$ cat src/rtl/dma_utils_pkg.sv
// Shared AXI4-Lite bus types plus the DMA CSR register map, status layout and FSM states.
package dma_utils_pkg;

  typedef struct packed {
    logic [31:0] awaddr;
    logic        awvalid;
    logic [31:0] wdata;
    logic [3:0]  wstrb;
    logic        wvalid;
    logic        bready;
    logic [31:0] araddr;
    logic        arvalid;
    logic        rready;
  } s_axil_mosi_t;

  typedef struct packed {
    logic        awready;
    logic        wready;
    logic [1:0]  bresp;
    logic        bvalid;
    logic        arready;
    logic [31:0] rdata;
    logic [1:0]  rresp;
    logic        rvalid;
  } s_axil_miso_t;

  localparam logic [1:0] AXI_OKAY   = 2'b00;
  localparam logic [1:0] AXI_SLVERR = 2'b10;

  // Word offsets inside a 0x10-byte channel window.
  localparam logic [1:0] CH_REG_CTRL  = 2'd0;
  localparam logic [1:0] CH_REG_SRC   = 2'd1;
  localparam logic [1:0] CH_REG_DST   = 2'd2;
  localparam logic [1:0] CH_REG_BYTES = 2'd3;

  localparam logic [6:0] STATUS_WORD  = 7'h40;
  localparam logic [6:0] VERSION_WORD = 7'h41;

  localparam int CTRL_GO_BIT     = 0;
  localparam int CTRL_IRQ_EN_BIT = 1;
  localparam int CTRL_BUSY_BIT   = 2;

  localparam int STATUS_DONE_LSB = 0;
  localparam int STATUS_ERR_LSB  = 16;

  typedef enum logic {W_IDLE, W_RESP} w_state_t;
  typedef enum logic {R_IDLE, R_DATA} r_state_t;

  function automatic logic [31:0] apply_wstrb(input logic [31:0] old_val,
                                              input logic [31:0] new_val,
                                              input logic [3:0]  strb);
    logic [31:0] res;
    res = old_val;
    for (int b = 0; b < 4; b++) begin
      if (strb[b]) res[8*b +: 8] = new_val[8*b +: 8];
    end
    return res;
  endfunction

endpackage

$ cat src/rtl/dma_csr_ch.sv
// One DMA channel's CTRL/SRC/DST/BYTES registers, BUSY flag and GO pulse.
module dma_csr_ch
  import dma_utils_pkg::*;
(
  input  logic        clk,
  input  logic        rst,
  input  logic        wr_en,
  input  logic [1:0]  wr_reg,
  input  logic [31:0] wdata,
  input  logic [3:0]  wstrb,
  input  logic        done_pulse,
  input  logic        error_pulse,
  output logic        go,
  output logic        busy,
  output logic        irq_en,
  output logic [31:0] src,
  output logic [31:0] dst,
  output logic [31:0] bytes,
  output logic        wr_reject
);

  logic        go_reg, go_next;
  logic        busy_reg, busy_next;
  logic        irq_en_reg, irq_en_next;
  logic [31:0] src_reg, src_next;
  logic [31:0] dst_reg, dst_next;
  logic [31:0] bytes_reg, bytes_next;
  logic        go_req;

  assign go_req    = (wr_reg == CH_REG_CTRL) && wstrb[0] && wdata[CTRL_GO_BIT];
  // While busy only an IRQ_EN-only CTRL write is accepted cleanly.
  assign wr_reject = busy_reg && (go_req || (wr_reg != CH_REG_CTRL));

  always_comb begin
    go_next     = 1'b0;
    busy_next   = busy_reg;
    irq_en_next = irq_en_reg;
    src_next    = src_reg;
    dst_next    = dst_reg;
    bytes_next  = bytes_reg;
    if (done_pulse || error_pulse) busy_next = 1'b0;
    if (wr_en) begin
      case (wr_reg)
        CH_REG_CTRL: begin
          if (wstrb[0]) irq_en_next = wdata[CTRL_IRQ_EN_BIT];
          if (go_req && !busy_reg) begin
            go_next   = 1'b1;
            busy_next = 1'b1;
          end
        end
        CH_REG_SRC:   if (!busy_reg) src_next   = apply_wstrb(src_reg, wdata, wstrb);
        CH_REG_DST:   if (!busy_reg) dst_next   = apply_wstrb(dst_reg, wdata, wstrb);
        CH_REG_BYTES: if (!busy_reg) bytes_next = apply_wstrb(bytes_reg, wdata, wstrb);
        default: ;
      endcase
    end
  end

  always_ff @(posedge clk) begin
    if (rst) begin
      go_reg     <= 1'b0;
      busy_reg   <= 1'b0;
      irq_en_reg <= 1'b0;
      src_reg    <= '0;
      dst_reg    <= '0;
      bytes_reg  <= '0;
    end else begin
      go_reg     <= go_next;
      busy_reg   <= busy_next;
      irq_en_reg <= irq_en_next;
      src_reg    <= src_next;
      dst_reg    <= dst_next;
      bytes_reg  <= bytes_next;
    end
  end

  assign go     = go_reg;
  assign busy   = busy_reg;
  assign irq_en = irq_en_reg;
  assign src    = src_reg;
  assign dst    = dst_reg;
  assign bytes  = bytes_reg;

endmodule

$ cat src/rtl/axi_dma_csr_mc.sv
// Multi-channel DMA control/status register block on an AXI4-Lite slave port.
module axi_dma_csr_mc
  import dma_utils_pkg::*;
#(
  parameter int          N_CHANNELS = 4,
  parameter logic [31:0] VERSION_ID = 32'h0002_0000
) (
  input  logic                         clk,
  input  logic                         rst,
  input  s_axil_mosi_t                 dma_csr_mosi_i,
  output s_axil_miso_t                 dma_csr_miso_o,
  output logic [N_CHANNELS-1:0]        ch_go_o,
  output logic [N_CHANNELS-1:0][31:0]  ch_src_o,
  output logic [N_CHANNELS-1:0][31:0]  ch_dst_o,
  output logic [N_CHANNELS-1:0][31:0]  ch_bytes_o,
  input  logic [N_CHANNELS-1:0]        ch_done_i,
  input  logic [N_CHANNELS-1:0]        ch_error_i,
  output logic                         dma_done_o,
  output logic                         dma_error_o
);

  w_state_t w_state_reg, w_state_next;
  r_state_t r_state_reg, r_state_next;

  logic                  wr_hs, rd_hs;
  logic [1:0]            bresp_reg, bresp_next;
  logic [1:0]            rresp_reg, rd_resp;
  logic [31:0]           rdata_reg, rd_val;
  logic [6:0]            wr_word, rd_word;
  logic [N_CHANNELS-1:0] wr_ch_hit, ch_wr_en, ch_busy, ch_irq_en, ch_reject;
  logic                  wr_status, wr_mapped;
  logic [N_CHANNELS-1:0] done_reg, done_next, error_reg, error_next;
  logic [N_CHANNELS-1:0] done_clr, error_clr;
  logic                  unused_addr_bits;

  assign wr_word = dma_csr_mosi_i.awaddr[8:2];
  assign rd_word = dma_csr_mosi_i.araddr[8:2];
  assign unused_addr_bits = ^{dma_csr_mosi_i.awaddr[31:9], dma_csr_mosi_i.awaddr[1:0],
                              dma_csr_mosi_i.araddr[31:9], dma_csr_mosi_i.araddr[1:0]};

  // Write address decode and response selection.
  always_comb begin
    wr_ch_hit = '0;
    for (int c = 0; c < N_CHANNELS; c++) begin
      wr_ch_hit[c] = !wr_word[6] && (wr_word[5:2] == 4'(c));
    end
    wr_status  = (wr_word == STATUS_WORD);
    wr_mapped  = (|wr_ch_hit) || wr_status || (wr_word == VERSION_WORD);
    bresp_next = (!wr_mapped || (|(wr_ch_hit & ch_reject))) ? AXI_SLVERR : AXI_OKAY;
  end

  assign ch_wr_en = wr_ch_hit & {N_CHANNELS{wr_hs}};

  always_comb begin
    w_state_next = w_state_reg;
    wr_hs        = 1'b0;
    case (w_state_reg)
      W_IDLE: if (dma_csr_mosi_i.awvalid && dma_csr_mosi_i.wvalid) begin
        wr_hs        = 1'b1;
        w_state_next = W_RESP;
      end
      W_RESP: if (dma_csr_mosi_i.bready) w_state_next = W_IDLE;
      default: w_state_next = W_IDLE;
    endcase
  end

  always_comb begin
    r_state_next = r_state_reg;
    rd_hs        = 1'b0;
    case (r_state_reg)
      R_IDLE: if (dma_csr_mosi_i.arvalid) begin
        rd_hs        = 1'b1;
        r_state_next = R_DATA;
      end
      R_DATA: if (dma_csr_mosi_i.rready) r_state_next = R_IDLE;
      default: r_state_next = R_IDLE;
    endcase
  end

  // Read mux sees registered state only, so a same-cycle write is not visible yet.
  always_comb begin
    rd_val  = '0;
    rd_resp = AXI_SLVERR;
    if (!rd_word[6]) begin
      for (int c = 0; c < N_CHANNELS; c++) begin
        if (rd_word[5:2] == 4'(c)) begin
          rd_resp = AXI_OKAY;
          case (rd_word[1:0])
            CH_REG_CTRL: begin
              rd_val[CTRL_IRQ_EN_BIT] = ch_irq_en[c];
              rd_val[CTRL_BUSY_BIT]   = ch_busy[c];
            end
            CH_REG_SRC:   rd_val = ch_src_o[c];
            CH_REG_DST:   rd_val = ch_dst_o[c];
            CH_REG_BYTES: rd_val = ch_bytes_o[c];
            default: ;
          endcase
        end
      end
    end else if (rd_word == STATUS_WORD) begin
      rd_resp = AXI_OKAY;
      rd_val[STATUS_DONE_LSB +: N_CHANNELS] = done_reg;
      rd_val[STATUS_ERR_LSB +: N_CHANNELS]  = error_reg;
    end else if (rd_word == VERSION_WORD) begin
      rd_resp = AXI_OKAY;
      rd_val  = VERSION_ID;
    end
  end

  // Sticky status: a completion pulse beats a W1C clear on the same bit.
  always_comb begin
    done_clr  = '0;
    error_clr = '0;
    if (wr_hs && wr_status && dma_csr_mosi_i.wstrb[0])
      done_clr = dma_csr_mosi_i.wdata[STATUS_DONE_LSB +: N_CHANNELS];
    if (wr_hs && wr_status && dma_csr_mosi_i.wstrb[2])
      error_clr = dma_csr_mosi_i.wdata[STATUS_ERR_LSB +: N_CHANNELS];
    done_next  = ch_done_i  | (done_reg  & ~done_clr);
    error_next = ch_error_i | (error_reg & ~error_clr);
  end

  always_ff @(posedge clk) begin
    if (rst) begin
      w_state_reg <= W_IDLE;
      r_state_reg <= R_IDLE;
      bresp_reg   <= AXI_OKAY;
      rresp_reg   <= AXI_OKAY;
      rdata_reg   <= '0;
      done_reg    <= '0;
      error_reg   <= '0;
    end else begin
      w_state_reg <= w_state_next;
      r_state_reg <= r_state_next;
      if (wr_hs) bresp_reg <= bresp_next;
      if (rd_hs) begin
        rdata_reg <= rd_val;
        rresp_reg <= rd_resp;
      end
      done_reg  <= done_next;
      error_reg <= error_next;
    end
  end

  always_comb begin
    dma_csr_miso_o         = '0;
    dma_csr_miso_o.awready = wr_hs && !rst;
    dma_csr_miso_o.wready  = wr_hs && !rst;
    dma_csr_miso_o.bvalid  = (w_state_reg == W_RESP);
    dma_csr_miso_o.bresp   = bresp_reg;
    dma_csr_miso_o.arready = (r_state_reg == R_IDLE);
    dma_csr_miso_o.rvalid  = (r_state_reg == R_DATA);
    dma_csr_miso_o.rdata   = rdata_reg;
    dma_csr_miso_o.rresp   = rresp_reg;
  end

  assign dma_done_o  = |(done_reg  & ch_irq_en);
  assign dma_error_o = |(error_reg & ch_irq_en);

  for (genvar gi = 0; gi < N_CHANNELS; gi++) begin : g_ch
    dma_csr_ch u_ch (
      .clk        (clk),
      .rst        (rst),
      .wr_en      (ch_wr_en[gi]),
      .wr_reg     (wr_word[1:0]),
      .wdata      (dma_csr_mosi_i.wdata),
      .wstrb      (dma_csr_mosi_i.wstrb),
      .done_pulse (ch_done_i[gi]),
      .error_pulse(ch_error_i[gi]),
      .go         (ch_go_o[gi]),
      .busy       (ch_busy[gi]),
      .irq_en     (ch_irq_en[gi]),
      .src        (ch_src_o[gi]),
      .dst        (ch_dst_o[gi]),
      .bytes      (ch_bytes_o[gi]),
      .wr_reject  (ch_reject[gi])
    );
  end

endmodule

$ cat config.mk
export PLATFORM = sky130hd
export DESIGN_NAME = axi_dma_csr_mc
export DESIGN_NICKNAME = d
export VERILOG_FILES = /design/src/rtl/dma_utils_pkg.sv /design/src/rtl/dma_csr_ch.sv /design/src/rtl/axi_dma_csr_mc.sv
export SDC_FILE = /design/constraint.sdc
export NUM_CORES = 1
export LEC_CHECK = 0
export CAP_MARGIN = 10
export CORE_UTILIZATION = 45
export CTS_BUF_LIST = sky130_fd_sc_hd__clkbuf_4
export DETAILED_ROUTE_END_ITERATION = 8
export PLACE_DENSITY = 0.75
export SLEW_MARGIN = 40
export SYNTH_ARGS = -nofsm -noshare
export SYNTH_HDL_FRONTEND = slang
export SYNTH_SLANG_ARGS = --single-unit
$ cat constraint.sdc
create_clock -name clk -period 2.79 [get_ports clk]
set_input_delay 0.837 -clock clk [delete_from_list [all_inputs] [get_ports clk]]
set_output_delay 0.837 -clock clk [all_outputs]
set_load 0.01 [all_outputs]
==> results.md <==
| Stage | Parameter | Value |
|---|---|---|
| status | Run status | finished, final reports clean |
| route | Max layer used | met5 |
| critical path | Worst r2r path cells | 6 |
| grt | Number of antenna violations at the first check in global routing | 3 |
| synth | Post-Syn Area per Cell | 8.32 um2 |
| layout | Number of nets in the layout | 3041 |
| timing | Time the final worst path needs with I/O delays and setup | 2.73 ns |
| power | Peak supply drop | 0.000263 V |
| grt | Total routing resource utilization after global routing | 0.360 |
| flow run | Number of maximum-capacitance constraint violations | 0 |
| synth | Main flop type after synthesis | sky130_fd_sc_hd__dfxtp_1 |
| route | Detailed route wirelength on metal2 | 40300 um |
| critical path | CP Class | reg2out |
| hold path | End point of the most critical hold path | g_ch[3].u_ch.bytes[20]$_SDFFE_PP0P_ |
| clock network | Clock transition time at the flip-flop clock pins of the worst setup and hold paths | 0.06 ns |
| clock network | Clock root buffer | sky130_fd_sc_hd__clkbuf_4 |
| critical path | Worst reg-to-reg setup slack | 0.70 ns |
| synth | Post-Syn Instances | 2391 |
| synth | Netlist area before placement | 19900 um2 |
| clock network | CTS tree | built |
| clock network | Hold buffer count at cts | 0 |
| timing | Max-slew violations | 0 |
| route | Total length of routed wires | 83800 um |
| synth | Share of the synthesized area in the top cell type | 0.443 |
| route | Total met3 wirelength after detailed routing | 8790 um |
| critical path | Critical path required time | 1.95 ns |
| layout | Layout overhead on the synthesized area | 38.8% |
| clock network | Number of buffers created by CTS | 113 |
| synth | Number of distinct standard cells referenced by the synthesized netlist | 48 |
| place | Routability Congestion | 0.968 |
| route | Number of DRC markers after the initial detailed-route iteration | 2344 |
| grt | Via count of the first global-routing pass | 20400 |
| timing | Slew HR | 0.448 |
| route | Number of design rule violations left after detail routing | 0 |
| power | LEAKAGE | 9.36 nW |
| route | Met1 layer wirelength in the final routing | 30800 um |
| timing | Final Skew | 0.0375 ns |
| synth | Number of flops mapped to enable cells by yosys | 0 |
| synth | Fraction of synthesis flops using an asynchronous set or reset pin | 0 |
| grt | GR Overflow Total | 0 |
| place | Number of input and output port buffers inserted | 493 |
| critical path | CP max stage cell | sky130_fd_sc_hd__clkdlybuf4s50_1 |
| synth | Sequential element share of the synthesized area | 0.443 |
| synth | Synthesis-stage register bit count | 440 |
| route | Via count of the routed design | 21500 |
| timing | RSZ-0062 raised after global routing | no |
| power | P per Cell Area | 460 nW/um2 |
| timing | Timing-limited maximum frequency | 366 MHz |
| route | Average via count per standard cell | 5.99 |
| clock network | Deepest level of the CTS H-tree | 3 |
| critical path | Number of buffer and inverter instances along the worst setup path | 1 |
| timing | Worst Tran Pin Value | 0.826 ns |
| clock network | Worst-Skew Late Latency | 0.84 ns |
| floorplan | Die width | 212 um |
| hold path | Hold crit path type | reg2reg |
| floorplan | Total I/O pin count | 546 |
| timing | Tcrit/Tclk final | 0.978 |
| floorplan | Die height | 212 um |
| clock network | Clock Sinks | 440 |
| clock network | Clock Tree Buf Depth | 3 |
| layout | Number of non-filler instances in the completed layout | 3584 |
| floorplan | Total Die Area | 45000 um2 |
| hold path | Launch point of the worst hold path | g_ch[3].u_ch.bytes[20]$_SDFFE_PP0P_ |
| synth | Largest area contributor in the netlist | sky130_fd_sc_hd__dfxtp_1 |
| critical path | Startpoint of the most critical register-to-register path | w_state_reg$_SDFF_PP0_ |
| synth | Leading post-synthesis cells by cell area | sky130_fd_sc_hd__dfxtp_1 44%, sky130_fd_sc_hd__a21oi_1 8.6%, sky130_fd_sc_hd__nand3_1 8.3% |
| timing | Final setup vio count | 0 |
| hold path | Instance count along the most critical hold path | 2 |
| route | Remaining number of nets flagged by the antenna check after routing | 0 |
| floorplan | Site Rows | 76 |
| floorplan | Area of the core | 43400 um2 |
| critical path | Worst Setup End Kind | primary output |
| place | Half-perimeter wire length after detailed placement | 60900 um |
| route | Detailed-route wire length per cell | 23.4 um |
| layout | Layout cell share with drive strength beyond 1 | 0.168 |
| route | Number of optimization iterations in the first detailed-route pass | 8 |
| critical path | Data arrival time at the worst-slack endpoint | 1.89 ns |
| critical path | Cell family contributing the most delay on the critical path | buffers and inverters |
| critical path | Startpoint Class | flop |
| synth | Most numerous cell types in the synthesized netlist | 440 x sky130_fd_sc_hd__dfxtp_1, 397 x sky130_fd_sc_hd__nand2_1, 341 x sky130_fd_sc_hd__a21oi_1, 329 x sky130_fd_sc_hd__nand3_1, 170 x sky130_fd_sc_hd__clkbuf_1 |
| critical path | Ordered cell list for the critical path | clkdlybuf4s50_1 |
| floorplan | Starting density of the core | 0.459 |
| timing | Number of endpoints with negative hold slack in the final report | 0 |
| grt | Largest net degree at the start of global routing | 135 |
| grt | Wire length of the first global-routing pass | 123000 um |
| critical path | Worst flop-to-flop path endpoint | g_ch[0].u_ch.bytes[0]$_SDFFE_PP0P_ |
| synth | Number of warnings reported in the yosys synthesis log | 0 |
| layout | Utilization after layout | 0.636 |
| place | Placed Cells incl. Taps | 3396 |
| synth | Most frequent cell after synthesis | sky130_fd_sc_hd__dfxtp_1 |
| critical path | Peak per-stage delay on the critical path | 0.70 ns |
| critical path | Maximum net fanout on the critical path | 3 |
==> stage by stage <==
stage / setup TNS (ns) / setup WS (ns) / area (um2) / hold slack (ns) / total power [W]
5_1_grt: 0 / 0.00803 / 27600 / 0.489 / 0.0131
3_5_place_dp: -133.33 / -0.488 / 26300 / 0.462 / 0.00744
3_3_place_gp: -130.29 / -0.441 / 26200 / 0.453 / 0.00742
6_report: 0 / 0.0610 / 27600 / 0.468 / 0.0127
4_1_cts: 0 / 0.00634 / 27600 / 0.470 / 0.0127
2_1_floorplan: 0 / 0.0357 / 19900 / 0.458 / 0.00695
==> worst max path at each step <==
stage | startpoint | end | slack [ns] | depth (start not counted)
after floorplan | rst | dma_csr_miso_o[40] | 0.04 | 5
after global placement | dma_csr_mosi_i[80] | g_ch[1].u_ch.bytes[7]$_SDFFE_PP0P_ | -0.44 | 7
after detailed placement | dma_csr_mosi_i[80] | g_ch[0].u_ch.bytes[0]$_SDFFE_PP0P_ | -0.49 | 7
after CTS | g_ch[2].u_ch.src[3]$_SDFFE_PP0P_ | ch_src_o[67] | 0.006 | 1
after global routing | dma_csr_mosi_i[35] | dma_csr_miso_o[39] | 0.008 | 4
final | g_ch[2].u_ch.src[3]$_SDFFE_PP0P_ | ch_src_o[67] | 0.06 | 1
==> cells by family after synthesis <==
family / count (synthesis) / share of synthesized area
and+or+nand+nor: 885 / 0.205
AOI/OAI and AO/OA: 603 / 0.182
DFF: 440 / 0.443
buffers and inverters: 266 / 0.0571
muxes: 196 / 0.112
other: 1 / 0.000189
==> layer usage <==
metal  vias to the layer above  GRT usage
li1                       9657          -
met1                     10200      0.423
met2                      1350      0.605
met3                       247     0.0895
met4                         2      0.187
met5                         -          0
==> placed cells by master (no fill, tap or decap), types with 3 or more instances in the layout <==
cell type	synthesis	final
sky130_fd_sc_hd__clkdlybuf4s50_1	0	481
sky130_fd_sc_hd__o21a_1	5	5
sky130_fd_sc_hd__dfxtp_2	0	3
sky130_fd_sc_hd__clkinv_1	0	20
sky130_fd_sc_hd__nand4_1	4	4
sky130_fd_sc_hd__mux2i_1	67	67
sky130_fd_sc_hd__and3_1	8	8
sky130_fd_sc_hd__nor2b_1	18	16
sky130_fd_sc_hd__a221o_1	30	30
sky130_fd_sc_hd__a211oi_1	24	24
sky130_fd_sc_hd__buf_4	24	143
sky130_fd_sc_hd__nor4_4	7	10
sky130_fd_sc_hd__nand2b_1	4	3
sky130_fd_sc_hd__nor4_1	4	4
sky130_fd_sc_hd__or3_1	5	5
sky130_fd_sc_hd__mux2_2	120	120
sky130_fd_sc_hd__buf_2	38	4
sky130_fd_sc_hd__a31oi_1	25	25
sky130_fd_sc_hd__nand3b_1	4	4
sky130_fd_sc_hd__o21ai_0	39	39
sky130_fd_sc_hd__nand2_1	397	397
sky130_fd_sc_hd__clkbuf_4	0	163
sky130_fd_sc_hd__a22oi_1	70	70
sky130_fd_sc_hd__a21oi_1	341	341
sky130_fd_sc_hd__nor2_1	85	84
sky130_fd_sc_hd__o22ai_1	31	31
sky130_fd_sc_hd__nor3_1	5	5
sky130_fd_sc_hd__dfxtp_1	440	437
sky130_fd_sc_hd__inv_1	17	16
sky130_fd_sc_hd__mux4_2	9	9
sky130_fd_sc_hd__buf_12	0	33
sky130_fd_sc_hd__nand3_1	329	329
sky130_fd_sc_hd__a221oi_1	31	31
==> report_power, final <==
group          leakage [nW]  total, W  internal [W]  switching [W]
registers              3.55   0.00632       0.00630      0.0000186
clock network         0.803   0.00538       0.00273        0.00265
logic                  5.01   0.00101      0.000331       0.000681
==> what timing repair did <==
item,4_1_cts,5_1_grt
setup endpoints to repair,5,3
setup buffers,0,0
gates resized for setup,9,3
==> area by class of cell <==
class                      count  area, um2
inverter                      17       63.8
fill                        3789      15800
multi-input combinational   1686       9990
clock inverter                23        115
sequential                   440       8810
clock buffer                 163       1220
antenna                        2       5.00
tap                          585        732
timing repair buffer         668       6660
No activity file was read; power rests on OpenSTA's default activity.
